### src/rtl/multicycle_control.sv
// Moore main control FSM for the multicycle MIPS datapath with a retired-instruction counter.
// Define BNE_EN to add bne (Op 000101) as a branch taken on ~Zero.
module multicycle_control #(
    parameter int CNT_W = 32
) (
    input  logic             clk,
    input  logic             reset,
    input  logic [5:0]       Op,
    input  logic [5:0]       Funct,
    input  logic             Zero,
    output logic             IorD,
    output logic             MemWrite,
    output logic             IRWrite,
    output logic             RegDst,
    output logic             MemtoReg,
    output logic             RegWrite,
    output logic             ALUSrcA,
    output logic [1:0]       ALUSrcB,
    output logic [2:0]       ALUControl,
    output logic [1:0]       PCSrc,
    output logic             PCEn,
    output logic             illegal,
    output logic [CNT_W-1:0] instr_count
);

    typedef enum logic [3:0] {
        S_FETCH, S_DECODE, S_MEMADR, S_MEMRD, S_MEMWB, S_MEMWR,
        S_EXECUTE, S_ALUWB, S_BRANCH, S_ADDIEXEC, S_ADDIWB, S_JUMP
    } state_t;

    localparam logic [5:0] OP_RTYPE = 6'b000000;
    localparam logic [5:0] OP_LW    = 6'b100011;
    localparam logic [5:0] OP_SW    = 6'b101011;
    localparam logic [5:0] OP_BEQ   = 6'b000100;
    localparam logic [5:0] OP_ADDI  = 6'b001000;
    localparam logic [5:0] OP_J     = 6'b000010;
`ifdef BNE_EN
    localparam logic [5:0] OP_BNE   = 6'b000101;
`endif

    localparam logic [2:0] ALU_ADD = 3'b010;
    localparam logic [2:0] ALU_SUB = 3'b110;
    localparam logic [2:0] ALU_AND = 3'b000;
    localparam logic [2:0] ALU_OR  = 3'b001;
    localparam logic [2:0] ALU_SLT = 3'b111;

    state_t           state_q, state_d;
    logic [CNT_W-1:0] cnt_q, cnt_d;
    logic             pc_write;
    logic             branch;
    logic             taken;
    logic             retire;

    function automatic logic [2:0] funct_to_alu(input logic [5:0] f);
        case (f)
            6'b100010: return ALU_SUB;
            6'b100100: return ALU_AND;
            6'b100101: return ALU_OR;
            6'b101010: return ALU_SLT;
            default:   return ALU_ADD;
        endcase
    endfunction

    always_ff @(posedge clk or posedge reset) begin
        if (reset) begin
            state_q <= S_FETCH;
            cnt_q   <= '0;
        end else begin
            state_q <= state_d;
            cnt_q   <= cnt_d;
        end
    end

    always_comb begin
        state_d    = state_q;
        IorD       = 1'b0;
        MemWrite   = 1'b0;
        IRWrite    = 1'b0;
        RegDst     = 1'b0;
        MemtoReg   = 1'b0;
        RegWrite   = 1'b0;
        ALUSrcA    = 1'b0;
        ALUSrcB    = 2'b00;
        ALUControl = ALU_ADD;
        PCSrc      = 2'b00;
        pc_write   = 1'b0;
        branch     = 1'b0;
        taken      = 1'b0;
        illegal    = 1'b0;
        retire     = 1'b0;

        case (state_q)
            S_FETCH: begin
                IRWrite  = 1'b1;
                ALUSrcB  = 2'b01;
                pc_write = 1'b1;
                state_d  = S_DECODE;
            end
            S_DECODE: begin
                ALUSrcB = 2'b11;
                case (Op)
                    OP_LW, OP_SW: state_d = S_MEMADR;
                    OP_RTYPE:     state_d = S_EXECUTE;
                    OP_BEQ:       state_d = S_BRANCH;
`ifdef BNE_EN
                    OP_BNE:       state_d = S_BRANCH;
`endif
                    OP_ADDI:      state_d = S_ADDIEXEC;
                    OP_J:         state_d = S_JUMP;
                    default: begin
                        illegal = 1'b1;
                        state_d = S_FETCH;
                    end
                endcase
            end
            S_MEMADR: begin
                ALUSrcA = 1'b1;
                ALUSrcB = 2'b10;
                state_d = (Op == OP_LW) ? S_MEMRD : S_MEMWR;
            end
            S_MEMRD: begin
                IorD    = 1'b1;
                state_d = S_MEMWB;
            end
            S_MEMWB: begin
                MemtoReg = 1'b1;
                RegWrite = 1'b1;
                retire   = 1'b1;
                state_d  = S_FETCH;
            end
            S_MEMWR: begin
                IorD     = 1'b1;
                MemWrite = 1'b1;
                retire   = 1'b1;
                state_d  = S_FETCH;
            end
            S_EXECUTE: begin
                ALUSrcA    = 1'b1;
                ALUControl = funct_to_alu(Funct);
                state_d    = S_ALUWB;
            end
            S_ALUWB: begin
                RegDst   = 1'b1;
                RegWrite = 1'b1;
                retire   = 1'b1;
                state_d  = S_FETCH;
            end
            S_BRANCH: begin
                ALUSrcA    = 1'b1;
                ALUControl = ALU_SUB;
                PCSrc      = 2'b01;
                branch     = 1'b1;
`ifdef BNE_EN
                taken      = (Op == OP_BNE) ? ~Zero : Zero;
`else
                taken      = Zero;
`endif
                retire     = 1'b1;
                state_d    = S_FETCH;
            end
            S_ADDIEXEC: begin
                ALUSrcA = 1'b1;
                ALUSrcB = 2'b10;
                state_d = S_ADDIWB;
            end
            S_ADDIWB: begin
                RegWrite = 1'b1;
                retire   = 1'b1;
                state_d  = S_FETCH;
            end
            S_JUMP: begin
                PCSrc    = 2'b10;
                pc_write = 1'b1;
                retire   = 1'b1;
                state_d  = S_FETCH;
            end
            default: state_d = S_FETCH;
        endcase
    end

    // Retiring states all return to FETCH, so a retire pulse marks exactly one completed instruction.
    always_comb begin
        cnt_d = cnt_q;
        if (retire) cnt_d = cnt_q + CNT_W'(1);
    end

    assign PCEn        = pc_write | (branch & taken);
    assign instr_count = cnt_q;

endmodule

### config.mk
export PLATFORM = sky130hd
export DESIGN_NAME = multicycle_control
export DESIGN_NICKNAME = d
export VERILOG_FILES = /design/src/rtl/multicycle_control.sv
export SDC_FILE = /design/constraint.sdc
export NUM_CORES = 1
export LEC_CHECK = 0
export CAP_MARGIN = 10
export CORE_MARGIN = 2
export CORE_UTILIZATION = 39
export CTS_BUF_LIST = sky130_fd_sc_hd__clkbuf_4 sky130_fd_sc_hd__clkbuf_8 sky130_fd_sc_hd__clkbuf_16
export DETAILED_ROUTE_END_ITERATION = 8
export PLACE_DENSITY = 0.81
export SYNTH_ARGS = -nofsm -noshare
export SYNTH_HDL_FRONTEND = slang
export SYNTH_SLANG_ARGS = --single-unit
### constraint.sdc
create_clock -name clk -period 2.15 [get_ports clk]
set_clock_uncertainty 0.05 [all_clocks]
set_input_delay 0.3225 -clock clk [delete_from_list [all_inputs] [get_ports clk]]
set_output_delay 0.3225 -clock clk [all_outputs]
set_load 0.03 [all_outputs]
==> results of run 1 <==
## layout make-up
type	count	area [um^2]	share of cell area
Tap cell	67	83.8	0.0292
Sequential cell	36	905	0.315
Timing Repair Buffer	74	692	0.241
Clock buffer	6	76.3	0.0266
Multi-Input combinational cell	158	1050	0.366
Inverter	8	30.0	0.0105
Clock inverter	2	35.0	0.0122
## cells by family (layout without fill, tap and decap cells)
family                   Yosys count  after routing  share of synthesized area
adder cells (fa/ha/maj)            1              1                    0.00629
multiplexers                       1              1                    0.00566
AO/OA/AOI/OAI                     19             19                     0.0680
AND/OR/NAND/NOR                  104            104                      0.293
flip-flops                        36             36                      0.453
buffers and inverters             13             90                     0.0283
XOR/XNOR                          33             33                      0.145
## synth_stat cells, drive strengths merged
cell type	n	area share
dfrtp	36	0.45
nor2	29	0.056
xor2	21	0.093
nand2	20	0.038
xnor2	12	0.053
nand3	11	0.030
nand4	11	0.053
nor3	10	0.033
inv	8	0.015
and3	6	0.019
a21oi	4	0.010
clkbuf	4	0.0075
o21ai	4	0.010
nor3b	3	0.014
a221oi	2	0.0088
and2	2	0.0063
nor2b	2	0.0063
nor4	2	0.0063
or3	2	0.0063
a2111oi	1	0.0044
a211oi	1	0.0038
a21o	1	0.0038
a2bb2oi	1	0.0044
and4	1	0.0044
buf	1	0.0057
ha	1	0.0063
mux2	1	0.0057
nand2b	1	0.0044
nand3b	1	0.0038
nand4b	1	0.0044
o21bai	1	0.0038
o22ai	1	0.0031
o2bb2ai	1	0.0075
o31ai	1	0.0038
o32ai	1	0.0044
or2b	1	0.0044
or3b	1	0.0044
## sequential cells by signal, summed over array words and instances (netlist names)
name         flops
state_q          4
instr_count     32
## critical path: cells and delay by family
kind / cells / cell delay (ns)
and+or+nand+nor: 4 / 0.36
buffers and inverters: 2 / 0.66
AOI/OAI and AO/OA: 1 / 0.33
## worst max-delay path by stage
stage                         startpoint             to  slack [ns]
floorplan           state_q[1]$_DFF_PP0_        IRWrite        0.15
global placement                Funct[2]  ALUControl[1]        0.04
detailed placement              Funct[2]  ALUControl[1]       -0.02
CTS                 state_q[0]$_DFF_PP0_        illegal       0.005
global route                       Op[0]        illegal       -0.02
finish                             Op[1]        illegal        0.09
## layer usage
layer / GRT usage / vias up
met5: 0 / -
met4: 0.0487 / 0
met3: 0.0450 / 7
met2: 0.255 / 38
met1: 0.201 / 830
li1: - / 871
## power by group
| part | leakage, nW | switching, mW | internal (mW) |
|---|---|---|---|
| sequential | 0.490 | 0.0963 | 0.729 |
| combinational | 0.779 | 0.454 | 0.342 |
| clock | 0.0586 | 0.239 | 0.357 |
| total | 1.33 | 0.790 | 1.43 |
## repair_timing
action                     4_1_cts  5_1_grt
setup buffers                    3        3
gates resized for setup         10        8
setup endpoints to repair       12        7
==> results by group, run 1 <==
Worst setup path
  • Critical path class: input pin to output pin
  • Worst R2R End: instr_count[14]$_DFFE_PP0P_
  • Endpoint type of the worst setup path: output pin
  • Worst EP required: 1.78 ns
  • Crit-path max cell delay: 0.51 ns
  • Slowest CP cell: clkdlybuf4s50_1
  • CP Launch Type: input pin
  • Most frequent CP cell: nand2_1
  • Reg2reg path depth: 7
  • Critical-path cell list: clkdlybuf4s50_1, nor2_1, nand2_1, nand2_1, a2111oi_2, and2_1, buf_4
  • WP data arrival: 1.69 ns
  • Critical path fanouts, max: 3
  • Reg2reg start: state_q[1]$_DFF_PP0_
  • R2R Setup Slk: ~0.28 ns

Yosys
  • Synth Instances: 207
  • Yosys cell types: 43
  • Seq/Total Area, Yosys: 0.453
  • Synth Net Count: around 220
  • Avg Inst Size Synth: 9.60 um^2
  • Flops & latches, synth: 36
  • Yosys warns: 0
  • Mapped cell area: 1990 um^2

STA
  • Final setup margin: a little over 0.09 ns
  • Slew HR: 0.696
  • Max Freq: 486 MHz
  • Fin. max-slew vios: 0
  • Part of the cycle the worst path needs: 0.958
  • Hold_ws: between 0.3 and 0.4 ns
  • Final min period: 2.06 ns
  • Final Hold Vio Count: 0
  • Setup TNS: 0 ns
  • # setup viols final: 0
  • Slew of the pin with the lowest slew margin: 0.456 ns

Floorplan
  • Die X-Extent: 75.4 um
  • IO Pins: 63
  • Initial Util: 0.413
  • Row Count: 25
  • Die Y: about 75 um
  • Core area: between 4000 and 5000 um^2
  • DIE AREA: 5690 um^2

Cells and area
  • ANT cells: 0
  • Core Util, Final: 0.596
  • Layout area overhead: 44.4%
  • Commonest cells after routing, fill and taps aside: 46 x clkdlybuf4s50_1, 33 x dfrtp_1, 28 x nor2_1, 21 x xor2_1, 20 x nand2_1
  • Design area: 2870 um^2
  • Final Net Count: 299
  • Fillers: 454
  • Non-filler instance count after layout: 351
  • Commonest non-fill, non-tap cell in the layout: clkdlybuf4s50_1
  • Share of layout cells above drive strength 1: 0.162

Drt
  • Vias post-DR: 1,746
  • Uppermost layer routed: met4
  • DRT iter0 DRCs: 95
  • WL met3: 205 um
  • Routed len/inst: 12.6 um
  • First-pass iteration count of the detailed router: 4
  • WL final: 4.43 mm
  • Routed met2 length: 2.19 mm
  • Routed vias/inst: 4.97
  • Met1 wire length: 1.98 mm
  • Routed Antenna Nets: 0
  • DRC viols: 0

Clock network
  • CTS sink cnt: 36
  • Htree depth: 2
  • Clock root cell: clkbuf_8
  • Max Root-Sink Buffers: 2
  • Clock-pin slew on the worst setup and hold paths: 0.07 ns
  • Number of buffers created by CTS: 5
  • Worst-Skew Late Latency: 0.29 ns
  • Hold-fix buffers, CTS: 0
  • CTS tree: built

Power and ir drop
  • VDD IR max: 468 uV
  • Pwr Total: roughly 2.2 mW
  • Power per cell area: 772 nW/um^2
  • Leakage power: 1.33 nW

Placement
  • Post-DP HPWL: 3.19 mm
  • Input/output buffers: just over 60
  • Setup slack at placement: -0.0246 ns
  • Placed Instances: 337
  • GPL Wtd Cong: 0.807
  • Placed cell area: 2700 um^2

Global routing
  • Vias in the first global route: between 1,500 and 2,000
  • Initial antenna violation count: 0
  • Largest net degree at the start of global routing: 37
  • Grt total ovfl: 0
  • Gr usage total: 0.156
  • First-pass GRT wire length: 6.82 mm

Job
  • Max cap viols: 0

Hold path
  • Worst Hold Class: input pin to asynchronous set/reset pin

Run status
  • Status: finished clean
Note: power is estimated with default switching activity, not from simulation.
==> run 2, diff against run 1 <==
--- a/config.mk
+++ b/config.mk
@@ -5,7 +5,7 @@
 export SDC_FILE = /design/constraint.sdc
 export NUM_CORES = 1
 export LEC_CHECK = 0
-export CAP_MARGIN = 10
+export CAP_MARGIN = 20
 export CORE_MARGIN = 2
 export CORE_UTILIZATION = 39
 export CTS_BUF_LIST = sky130_fd_sc_hd__clkbuf_4 sky130_fd_sc_hd__clkbuf_8 sky130_fd_sc_hd__clkbuf_16
==> results of run 2 <==
No change in the layout: final DEF, timing and power equal those of run 1.
